File: src/rtl/soc_gpio_ctrl.sv
// Memory-mapped 32-bit GPIO controller: output register, synchronized inputs, sticky edge status, level irq.
// Optional input debounce with a programmable prescaler is enabled by defining SOC_GPIO_DEBOUNCE_EN.
module soc_gpio_ctrl (
  input  logic        clk,
  input  logic        rst_n,
  input  logic        req,
  output logic        gnt,
  input  logic        we,
  input  logic [31:0] addr,
  input  logic [31:0] wdata,
  output logic [31:0] rdata,
  output logic        rvalid,
  output logic [31:0] gpio_dout,
  input  logic [31:0] gpio_din,
  output logic        irq
);

  localparam int unsigned DW = 32;
  localparam int unsigned PW = 16;

  localparam logic [2:0] OFF_ODR  = 3'd0;
  localparam logic [2:0] OFF_IDR  = 3'd1;
  localparam logic [2:0] OFF_RIER = 3'd2;
  localparam logic [2:0] OFF_FIER = 3'd3;
  localparam logic [2:0] OFF_ISR  = 3'd4;
  localparam logic [2:0] OFF_PSC  = 3'd5;

  logic [DW-1:0] odr, idr, rier, fier, isr;
  logic [DW-1:0] meta, sync;
  logic [DW-1:0] idr_next_c, rise_c, fall_c, isr_clr_c, isr_next_c, rd_val_c, psc_rd_c;
  logic [2:0]    off_c;
  logic          wr_c, rd_c;
  logic          unused_addr;

  assign gnt         = req;
  assign gpio_dout   = odr;
  assign off_c       = addr[4:2];
  assign wr_c        = req & we;
  assign rd_c        = req & ~we;
  assign unused_addr = ^{addr[31:5], addr[1:0]};

`ifdef SOC_GPIO_DEBOUNCE_EN
  logic [PW-1:0] psc, cnt;
  logic [DW-1:0] cand, same_c;
  logic          tick_c, psc_wr_c;

  assign tick_c   = (cnt == psc);
  assign psc_wr_c = wr_c && (off_c == OFF_PSC);
  assign same_c   = ~(sync ^ cand);
  assign psc_rd_c = DW'(psc);

  // A pin's filtered level only moves when two consecutive ticks sampled the same value.
  assign idr_next_c = tick_c ? ((idr & ~same_c) | (sync & same_c)) : idr;

  always_ff @(posedge clk or negedge rst_n) begin
    if (!rst_n) begin
      psc  <= '0;
      cnt  <= '0;
      cand <= '0;
    end else begin
      if (psc_wr_c) psc <= wdata[PW-1:0];
      if (psc_wr_c || tick_c) cnt <= '0;
      else                    cnt <= cnt + PW'(1);
      if (tick_c) cand <= sync;
    end
  end
`else
  assign psc_rd_c   = '0;
  assign idr_next_c = sync;
`endif

  // Edges are judged against the value IDR is about to take; a new set beats a same-cycle clear.
  assign rise_c     = ~idr & idr_next_c & rier;
  assign fall_c     = idr & ~idr_next_c & fier;
  assign isr_clr_c  = (wr_c && (off_c == OFF_ISR)) ? wdata : '0;
  assign isr_next_c = (isr & ~isr_clr_c) | rise_c | fall_c;

  always_comb begin
    rd_val_c = '0;
    case (off_c)
      OFF_ODR:  rd_val_c = odr;
      OFF_IDR:  rd_val_c = idr;
      OFF_RIER: rd_val_c = rier;
      OFF_FIER: rd_val_c = fier;
      OFF_ISR:  rd_val_c = isr;
      OFF_PSC:  rd_val_c = psc_rd_c;
      default:  rd_val_c = '0;
    endcase
  end

  always_ff @(posedge clk or negedge rst_n) begin
    if (!rst_n) begin
      meta   <= '0;
      sync   <= '0;
      idr    <= '0;
      isr    <= '0;
      irq    <= 1'b0;
      odr    <= '0;
      rier   <= '0;
      fier   <= '0;
      rvalid <= 1'b0;
      rdata  <= '0;
    end else begin
      meta   <= gpio_din;
      sync   <= meta;
      idr    <= idr_next_c;
      isr    <= isr_next_c;
      irq    <= |isr_next_c;
      rvalid <= req;
      rdata  <= rd_c ? rd_val_c : '0;
      if (wr_c) begin
        case (off_c)
          OFF_ODR:  odr  <= wdata;
          OFF_RIER: rier <= wdata;
          OFF_FIER: fier <= wdata;
          default:  ;
        endcase
      end
    end
  end

endmodule

File: config.mk
export PLATFORM = sky130hd
export DESIGN_NAME = soc_gpio_ctrl
export DESIGN_NICKNAME = d
export VERILOG_FILES = /design/src/rtl/soc_gpio_ctrl.sv
export SDC_FILE = /design/constraint.sdc
export NUM_CORES = 1
export LEC_CHECK = 0
export ABC_CLOCK_PERIOD_IN_PS = 2900
export BUFFER_PORTS_ARGS = -buffer_cell sky130_fd_sc_hd__buf_2
export CAP_MARGIN = 40
export CORE_MARGIN = 2
export CORE_UTILIZATION = 29
export DETAILED_ROUTE_END_ITERATION = 10
export GPL_TIMING_DRIVEN = 0
export SLEW_MARGIN = 20
export SYNTH_ARGS = -nofsm -noshare
export SYNTH_HDL_FRONTEND = slang
export SYNTH_SLANG_ARGS = --single-unit
File: constraint.sdc
create_clock -name clk -period 2.9 [get_ports clk]
set_input_delay 0.145 -clock clk [delete_from_list [all_inputs] [get_ports clk]]
set_output_delay 0.145 -clock clk [all_outputs]
set_load 0.05 [all_outputs]
==> results of run 1 <==
cell families after synthesis:
kind of cell	after synthesis	share of synthesized area, %
buf+inv	63	2.451
mux	128	14.16
compound gates	160	10.70
flops	258	65.19
simple gates	139	7.492
sequential cells by signal, indices dropped and copies added (netlist names):
| name | cells |
|---|---|
| fier | 32 |
| gpio_dout | 32 |
| idr | 32 |
| idr_next_c | 32 |
| isr | 32 |
| meta | 32 |
| rdata | 32 |
| rier | 32 |
| irq | 1 |
| rvalid | 1 |
worst reg2reg max path: stages (launching register included):
cell and delay (ns):
sky130_fd_sc_hd__dfrtp_1 0.44, sky130_fd_sc_hd__nor4_1 0.60, sky130_fd_sc_hd__nand4_1 0.33, sky130_fd_sc_hd__o21ai_0 0.24, sky130_fd_sc_hd__nand4b_1 0.14, sky130_fd_sc_hd__or4_1 0.49
path summary, 6_finish.rpt:
path	endpoint	cells past startpoint
worst max-delay path	rier[2]	7
worst min-delay path	meta[8]	2
worst max register to register	irq	5
worst min register to register	idr_next_c[7]	0
max in group asynchronous	meta[28]	4
min in group clk	rdata[31]	3
cell type report:
type	count	share of cell area [%]
multi-input combinational	427	24.67
inverter	27	0.7804
timing repair buffer	210	11.46
buffer	36	1.089
clock buffer	41	6.475
sequential	258	49.72
clock inverter	12	1.493
tap	448	4.316
repair_timing:
| item | in CTS | in global routing |
|---|---|---|
| buffers inserted | 0 | 0 |
| hold buffers | 68 | 0 |
| endpoints found under the setup margin | 0 | 0 |
| hold endpoints to repair | 242 | 0 |
metal layers:
metal,up-vias,track usage [%],part of all wire (%)
met2,162,23.46,46
met4,0,4.357,2.6
met3,46,2.943,4.6
met5,-,0,0
li1,3194,-,-
met1,3488,20.12,47
metrics by stage:
| step | setup TNS [ns] | hold WS (ns) |
|---|---|---|
| after floorplan | 0 | -0.1506 |
| after detailed placement | 0 | 0.04893 |
| after global placement | -792.06 | 0.2526 |
| after CTS | 0 | 0.05562 |
| after global routing | 0 | 0.07793 |
| final | 0 | 0.06602 |
power by group:
group	switching, mW	internal, mW
combinational	0.889	0.572
sequential	0.309	4.01
clock	1.44	2.45
total	2.64	7.04
cells in the mapped netlist:
cell type,number
sky130_fd_sc_hd__mux2i_1,31
sky130_fd_sc_hd__clkbuf_1,23
sky130_fd_sc_hd__inv_1,27
sky130_fd_sc_hd__nand2_1,34
sky130_fd_sc_hd__buf_4,1
sky130_fd_sc_hd__nand4b_1,2
sky130_fd_sc_hd__or4_1,1
sky130_fd_sc_hd__or4b_1,1
sky130_fd_sc_hd__nand3_1,6
sky130_fd_sc_hd__mux2_1,1
sky130_fd_sc_hd__nor3b_1,2
sky130_fd_sc_hd__nor4_1,12
sky130_fd_sc_hd__o221ai_1,27
sky130_fd_sc_hd__nor2_1,35
sky130_fd_sc_hd__a21oi_1,63
sky130_fd_sc_hd__a22oi_1,32
sky130_fd_sc_hd__o21ai_0,7
sky130_fd_sc_hd__a21o_1,31
sky130_fd_sc_hd__buf_1,10
sky130_fd_sc_hd__and2_0,1
sky130_fd_sc_hd__and2_1,2
sky130_fd_sc_hd__nand2b_1,3
sky130_fd_sc_hd__nand3b_1,35
sky130_fd_sc_hd__nand4_1,2
sky130_fd_sc_hd__nor3_1,3
sky130_fd_sc_hd__buf_2,2
sky130_fd_sc_hd__dfrtp_1,258
sky130_fd_sc_hd__mux2_2,96
==> results.txt, run 1 <==
* Run status: complete, no violations
* Max Cap Violations: 0
* Overall routing resource usage: 14.65%
- The die covers 35640 um2.
- After global routing the overflow that remains totals 0.
* Count of yosys warnings during synthesis: 0
* Filler cell count: about 3200
- Minimum clock period: 2.579 ns
* Total Wirelength: 26160 um
- The path class of the tightest hold or removal check is input port to asynchronous set/reset pin.
- Gates resized during post-CTS repair numbered 0.
- The number of global-route vias before repair is approximately 7100.
* Slew at the pin with the worst max-slew slack: 0.8289 ns
- Once the floorplan was initialized, standard cells occupied 29.46% of the core.
* Number of top-level pins: 167
- Number of buffer and inverter stages on the critical path: 4
- Reg area: 6456 um2
- The number of nets in the synthesized netlist is 848.
- Grouping stages by cell kind, the critical path spends the most delay in buffers and inverters.
- Overall die height: 188.8 um
- Across all layers, the routed design uses 6890 vias.
- Counting tap cells, the placed design contains a total of roughly 1300 instances.
- Number of distinct library cells after synthesis: 28
* Routability-driven placement congestion ratio: 0.7600
- In this run, CTS created clock tree buffers numbering 29.
- The worst-case IR drop observed on VDD is 487.9 uV.
- TritonCTS clock tree: built
- Post-route ant nets: 0
* Overall power: 9.680 mW
- Share of the clock period used by the worst path after layout: 88.94%
- After synthesis the netlist holds a flip-flop and latch count of 258.
* Clock tree buffer depth: 3
- The final max-slew violation count is 0.
* Skew-Pair Late Insertion Delay: 0.54 ns
- Unrepaired setup endpoints after global routing: no
* Slowest cell delay on critical path: roughly 0.65 ns
- Of the cells placed in the final design, the portion with a size suffix greater than 1 is 28.59%.
- Remaining max-slew budget at the tightest pin: 44.74%
- Timing would allow up to 387.7 MHz.
* Synthesized netlist cell count: 748
* Final-stage net count: 1089
* Number of inserted diodes: 0
- Port Buffer Count: 136
* Proportion of synthesized chip area in sequential cells: approximately two thirds
- Required time of the critical path: between 3 and 4 ns
* Total setup violations reported at the end of the flow: 0
- Non-filler cells in the finished layout: 1459
* Syn Area/Cell: 13.24 um2
* Number of antenna violations at the first check in global routing: 0
* Yosys top cell area share: 65.19%
- Post-Place Cell Area: 11260 um2
* Pre-antenna DRT Iters: 4
* Critical path launch point: addr[2]
- Summed over all instances, the cell type with the most area after synthesis is sky130_fd_sc_hd__dfrtp_1.
* Commonest cells after routing, fill and taps aside: sky130_fd_sc_hd__dfrtp_1 (258), sky130_fd_sc_hd__buf_2 (137), sky130_fd_sc_hd__mux2_2 (96)
- In the final routed layout, each cell accounts on average for 17.93 um.
- Area contributors post-synth: sky130_fd_sc_hd__dfrtp_1 (65%), sky130_fd_sc_hd__mux2_2 (11%), sky130_fd_sc_hd__a21oi_1 (3.2%)
* Worst-path cell chain: dlygate4sd3_1, buf_2, nor3b_1, and2_1, clkbuf_1, buf_1, mux2_2
- Std-Cell Rows: 67
- Before CTS, the worst setup slack after placement is 0.3980 ns.
- Initial DRC count: 440
- Detailed placement finished with a half-perimeter wire length of 17660 um.
* Reg2reg setup slack: between 0.5 and 0.6 ns
- Clock transition time at the flip-flop clock pins of the worst setup and hold paths: around 0.07 ns
- The first global-routing pass estimated 40880 um of wire.
* Max FO, Critical Path: 10
- Combined area of the multi-input logic cells: 3204 um2
* CP startpoint kind: input port
- Using the TritonRoute via totals, the vias-per-cell ratio works out to 4.722.
* Crit Path Class: input port to flop
* Smallest setup slack after layout: 0.3208 ns
- For the worst setup path, the data arrival time is 3.00 ns.
- Entering global routing, the biggest net connects 93 pins.
- Final hold viol count: 0
* Setup Skew: 0.007887 ns
- Leaving out fill and tap cells, the most frequent cell in the layout is sky130_fd_sc_hd__dfrtp_1.
* Area growth, synth to finish: 31.13%
* Root buffer cell: sky130_fd_sc_hd__clkbuf_16
* Synthesized cell area: 9903 um2
* PwrDens: roughly 750 nW/um2
- CTS built an H-tree with a depth of 1.
- Worst-path cell with the longest stage delay: sky130_fd_sc_hd__buf_1
* Post-route DRC: 0
- Die X: 188.8 um
- The worst setup path is captured at a flop.
- The region available for standard cell placement spans 33620 um2.
- The tree built by TritonCTS fans out to 258 sinks.
- Util after Layout: 38.63%
* Startpoint of the lowest-slack register-to-register path: isr[29]
- Post-route standard cell area excluding fillers: 12990 um2
- The analysis attributes to cell leakage a power of 5.813 nW.
Power figures use the tool's default switching activity.
==> run 2: changes to the inputs <==
--- a/config.mk
+++ b/config.mk
@@ -11,7 +11,7 @@
 export CORE_MARGIN = 2
 export CORE_UTILIZATION = 29
 export DETAILED_ROUTE_END_ITERATION = 10
-export GPL_TIMING_DRIVEN = 0
+export RECOVER_POWER = 50
 export SLEW_MARGIN = 20
 export SYNTH_ARGS = -nofsm -noshare
 export SYNTH_HDL_FRONTEND = slang
==> results.txt, run 2 (synthesized netlist as in run 1, its figures left out) <==
- The run finished, with violations left.
- Violations in the final reports: max-capacitance violations, max-slew violations
- The signal on the critical path passes through dlygate4sd3_1, clkbuf_1, and2_0, nand3_1, a21o_1, or4b_1, or4_1.
- After detailed routing, the number of vias per cell comes to ~4.8.
- Number of top-level pins: 167
- The sequential cells in the finished layout cover a total of 6456 um2.
* Max FO, Critical Path: 9
- Number of H-tree levels: 1
- Max-slew violation count: between 70 and 80
- Commonest cells after routing, fill and taps aside: sky130_fd_sc_hd__dfrtp_1 (258), sky130_fd_sc_hd__buf_2 (135), sky130_fd_sc_hd__mux2_2 (96)
- In this design, the stage delay of the slowest critical-path cell is around 0.54 ns.
* Std-Cell Rows: 67
* Pre-antenna DRT Iters: 4
* CTS Buf Count: 29
- Sink Count: 258
- In the final layout, the share of cells above drive strength 1 is 31.14%.
- Routability-driven placement congestion ratio: a little under 0.8
- TritonCTS built the clock tree.
- First-pass GRT wire length: 40800 um
* Die X: approximately 190 um
- Combined area of the multi-input logic cells: 3222 um2
- For this run, the share of the core covered by cells in the final layout is roughly two fifths.
- Detailed placement finished with a half-perimeter wire length of 16970 um.
- Post-route ant nets: 0
- Effective utilization at floorplan: 29.46%
- Skew-Pair Late Insertion Delay: approximately 0.54 ns
* Peak supply drop: 498.9 uV
- Initial DRC count: between 300 and 400
* Static leakage: 5.809 nW
* Final-stage net count: 1067
- # hold bufs at CTS: 66
- Remaining max-slew budget at the tightest pin: -30.38%
* Number of buffer and inverter stages on the critical path: 2
* Area growth, synth to finish: 30.22%
* Unrepaired setup endpoints after global routing: no
* Pin count of the biggest net entering global routing: 78
* Slew at the pin with the worst max-slew slack: between 1.5 and 2 ns
- Worst Path Arrival: 2.73 ns
- Setup Skew: 0.01102 ns
- HP Class: input port to flop
* Overall die height: 188.8 um
* Clock tree buffer depth: 3
- After clock tree synthesis, the repair step resized 0 gates.
* Filler cell count: 3215
* Number of antenna violations at the first check in global routing: 0
- For this run, the top clock speed supported by timing is 431.4 MHz.
* Share of the clock period used by the worst path after layout: 79.94%
* Overall overflow remaining after global route: 0
- Max Cap Violations: 1
- Setup violations remaining at the end of the flow were counted as 0.
- Die area: 35640 um2
- The number of global-route vias before repair is 7082.
- Crit Path Class: input port to flop
* Via count: 6838
* Port Buffer Count: 137
- The final hold violation count was 0.
- For the worst setup path, the data required time is 3.31 ns.
* CP startpoint kind: input port
* Placeable Area: 33620 um2
* Wire per inst: 18.01 um
* Number of inserted diodes: 0
- Clock transition time at the flip-flop clock pins of the worst setup and hold paths: about 0.060 ns
* Minimum clock period: 2.318 ns
* CP top delay family: simple AND/OR/NAND/NOR gates
- PwrDens: 741.8 nW/um2
* Setup crit end kind: flop
- In the global route stage, overall resource usage came out at 14.61%.
- Buffers added to address setup during post-CTS repair amount to 0.
- Worst-path cell with the longest stage delay: sky130_fd_sc_hd__or4b_1
- For this run, design rule violations remaining after detail routing come to 0.
- Post-route setup TNS: 0 ns
* Root buffer cell: sky130_fd_sc_hd__clkbuf_16
- Total Wirelength: 25880 um
* Commonest non-fill, non-tap cell in the layout: sky130_fd_sc_hd__dfrtp_1
-- run 2: path summary, 6_finish.rpt --
check                      startpoint              to  slack, ns  cells past startpoint
min in group asynchronous       rst_n         rier[7]       0.70                      2
min                           addr[4]       rdata[30]       0.03                      4
max reg2reg                    isr[6]             irq       0.79                      5
min reg2reg                  meta[15]  idr_next_c[15]       0.35                      0
max in group asynchronous       rst_n         isr[21]       0.85                      3
max                               req             irq       0.58                      7
-- run 2: layout make-up --
class	count	area share, %
Clock buffer	37	6.248
Clock inverter	16	1.533
Inverter	27	0.7859
Multi-Input combinational cell	427	24.98
Sequential cell	258	50.06
Tap cell	448	4.347
Timing Repair Buffer	224	12.04
-- run 2: per-stage QoR --
| stage | instance area [um2] | cells | power, mW | setup slack (ns) | hold slack, ns |
|---|---|---|---|---|---|
| final | 12900 | 1437 | 9.566 | 0.5818 | 0.03455 |
| after global routing | 12900 | 1437 | 9.987 | 0.4268 | 0.05701 |
| after CTS | 12910 | 1437 | 9.687 | 0.7735 | 0.01238 |
| after detailed placement | 11240 | 1318 | 5.776 | 0.6003 | 0.1674 |
| after global placement | 11240 | 1318 | 5.734 | 0.6264 | 0.1638 |
| after floorplan | 9903 | 748 | 5.273 | 0.9200 | -0.1506 |
-- run 2: metal layers --
layer,wire length [um],GRT usage (%),up-vias,part of all wire (%)
li1,-,-,3148,-
met1,12020,20.21,3482,46
met2,11920,23.80,166,46
met3,1229,2.291,42,4.7
met4,699,4.147,0,2.7
met5,0,0,-,0
-- run 2: where the power goes --
part | internal, mW | switching [mW] | total (mW)
logic | 0.566 | 0.875 | 1.44
clock network | 2.32 | 1.48 | 3.80
registers | 4.01 | 0.312 | 4.33
-- run 2: tightest hold or removal path, cell delays in order --
cell                     delay, ns
sky130_fd_sc_hd__buf_2        0.17
sky130_fd_sc_hd__nor2_1       0.07
sky130_fd_sc_hd__nor2_1       0.09
sky130_fd_sc_hd__nor2_1       0.05
==> run 3: changes to the inputs <==
--- a/config.mk
+++ b/config.mk
@@ -5,7 +5,7 @@
 export SDC_FILE = /design/constraint.sdc
 export NUM_CORES = 1
 export LEC_CHECK = 0
-export ABC_CLOCK_PERIOD_IN_PS = 2900
+export ABC_CLOCK_PERIOD_IN_PS = 2100
 export BUFFER_PORTS_ARGS = -buffer_cell sky130_fd_sc_hd__buf_2
 export CAP_MARGIN = 40
 export CORE_MARGIN = 2
==> constraint.sdc (replaced) <==
create_clock -name clk -period 2.1 [get_ports clk]
set_input_delay 0.105 -clock clk [delete_from_list [all_inputs] [get_ports clk]]
set_output_delay 0.105 -clock clk [all_outputs]
set_load 0.05 [all_outputs]
==> results.txt, run 3 (synthesized netlist as in run 1, its figures left out) <==
- Total setup violations reported at the end of the flow: 0
* Critical path launch point: req
- Reg2reg setup slack: 0.17 ns
* Startpoint of the lowest-slack register-to-register path: isr[29]
- TritonCTS built the clock tree.
- Remaining max-slew budget at the tightest pin: -12.19%
- The initial antenna violation count was 0.
* PwrDens: 1009 nW/um2
- The final hold violation count was 0.
- The finished cells cover 12970 um2.
* CP top delay family: simple AND/OR/NAND/NOR gates
- Among all stages on the critical path, the largest delay is contributed by sky130_fd_sc_hd__dlygate4sd3_1.
- Capture endpoint of the worst hold path: isr[4]
- Along the worst hold path, the cell count comes to 4.
* Number of buffer and inverter stages on the critical path: 3
- Port Buffer Count: around 140
- Clock tree buffer depth: 3
- For the pin with the worst max-slew slack, the measured transition is around 1.7 ns.
- First-pass GRT wire length: ~40000 um
- The setup path with the least slack is of type input port to flop.
- The initial utilization of the core area, before any placement, comes to 29.46%.
- Share of the clock period used by the worst path after layout: 93.46%
- Post-Place Cell Area: around 11000 um2
* Routed vias/inst: between 4 and 5
* Overall routing resource usage: 14.85%
- Vias in the first global route: 7212
* Max-slew violation count: between 60 and 70
* Number of H-tree levels: 1
- Based on the critical path, the design can be clocked at up to 509.5 MHz.
- The run finished, with violations left.
* Post-detailed-placement half-perimeter wirelength: between 15000 and 20000 um
- Worst Path Arrival: around 2.4 ns
* Setup Skew: between 0.01 and 0.015 ns
- Max FO, Critical Path: 7
* Die area: 35640 um2
* Overall die height: 188.8 um
* Total Wirelength: 26240 um
- Root buffer cell: sky130_fd_sc_hd__clkbuf_16
* Area growth, synth to finish: 31.02%
- The total overflow left after global routing is 0.
- Final-stage net count: ~1100
- The clock drives 258 sinks.
- Critical register-to-register path endpoint: irq
* Minimum hold slack: 0.02381 ns
* Post-route DRC: 0
- The library cell used most frequently in the layout, excluding fill and tap cells, is sky130_fd_sc_hd__dfrtp_1.
- After clock tree synthesis, the clock-pin slew on the worst setup and hold paths is 0.06 ns.
* Routability-driven placement congestion ratio: 0.7786
- HP Class: input port to flop
- Die X: 188.8 um
* Unrepaired setup endpoints after global routing: no
* Pin count of the biggest net entering global routing: 70
- Required time of the critical path: 2.52 ns
- CTS Buf Count: 29
* Worst-path cell chain: dlygate4sd3_1, clkbuf_1, and2_0, buf_4, nand3_1, nand2_1, or4b_1, or4_1
- Util after Layout: 38.60%
- The share of total power dissipated in the clock network is 38.9%.
- STA classifies the critical path startpoint as an input port.
- Minimum clock period: 1.963 ns
* Overall power: 13.10 mW
* Number of top-level pins: around 170
* Slowest cell delay on critical path: between 0.5 and 0.6 ns
- Combinational logic burns 15.4% of the power.
- Net switching is between 20 and 30% of the power.
- 0 antenna diodes ended up in the layout.
- Pre-antenna DRT Iters: 4
* Initial DRC count: 347
- The floorplan has 67 rows.
- The number of setup buffers added after CTS is 0.
- The analysis attributes to cell leakage a power of between 5 and 6 nW.
* Startpoint of the tightest hold check path: addr[3]
- In this run the standard cell core region covers 33620 um2.
- Peak supply drop: 568.1 uV
* Internal power consumption: about 9.4 mW
- Violations in the final reports: max-capacitance violations, max-slew violations
* Skew-Pair Late Insertion Delay: 0.55 ns
- Once detail routing completed, the nets flagged for antenna violations numbered 0.
* Max Cap Violations: 1
* Path depth of the worst reg2reg path: 6
- Post-route setup TNS: 0 ns
* Power dissipated by switching net loads: 3.702 mW
* Commonest cells after routing, fill and taps aside: sky130_fd_sc_hd__dfrtp_1 (258), sky130_fd_sc_hd__buf_2 (134), sky130_fd_sc_hd__mux2_2 (96)
- Via count: a little under 7000
- Wire per inst: around 18 um
- The worst setup path is captured at a flop.
- Share of total power in sequential cells: 45.6%
- The post-route netlist has between 30% and 40% of its cells at a drive strength greater than 1.
-- run 3: power by group through the flow --
stage / registers, mW / clock network [mW] / logic [mW]
2_1_floorplan: 6.51 / 0 / 0.768
3_3_place_gp: 6.03 / 0 / 1.91
3_5_place_dp: 6.06 / 0 / 1.95
4_1_cts: 5.98 / 5.24 / 2.05
5_1_grt: 6.06 / 5.48 / 2.19
6_report: 5.97 / 5.10 / 2.02
-- run 3: what timing repair did --
item                       4_1_cts  5_1_grt
hold endpoints to repair       198        0
resized for setup                0        2
setup endpoints to repair        0        1
hold buffers                    66        0
-- run 3: how the worst max path moves through the flow --
stage	end	slack, ns	cells after the start
after global routing	rier[6]	0.02	3
after CTS	irq	0.08	5
after floorplan	irq	0.16	7
final	irq	0.14	8
after detailed placement	irq	0.08	6
after global placement	irq	0.08	5
-- run 3: metal layers --
layer	global-route usage (%)	wire length, um	up-vias
met5	0	0	-
met4	4.988	728	0
met3	2.514	1276	53
met2	23.95	12280	159
met1	20.28	11950	3460
li1	-	-	3170
-- run 3: final cells by class --
class,instances,area (um2)
timing repair buffer,235,1644
clock inverter,14,131.4
sequential,258,6456
fill,3207,20640
inverter,27,101.3
tap,448,560.5
clock buffer,40,847.1
multi-input combinational,427,3234
-- run 3: stage by stage --
stage / setup slack (ns) / std cells
floorplan: 0.1600 / 748
global route: 0.02126 / 1449
detailed placement: 0.08428 / 1329
finish: 0.1372 / 1449
CTS: 0.07878 / 1449
global placement: 0.07927 / 1329
-- run 3: worst min-delay path, cell delays in order --
cell                      delay [ns]
sky130_fd_sc_hd__buf_2          0.15
sky130_fd_sc_hd__nor3b_2        0.08
sky130_fd_sc_hd__nand3_1        0.08
sky130_fd_sc_hd__a21o_1         0.12
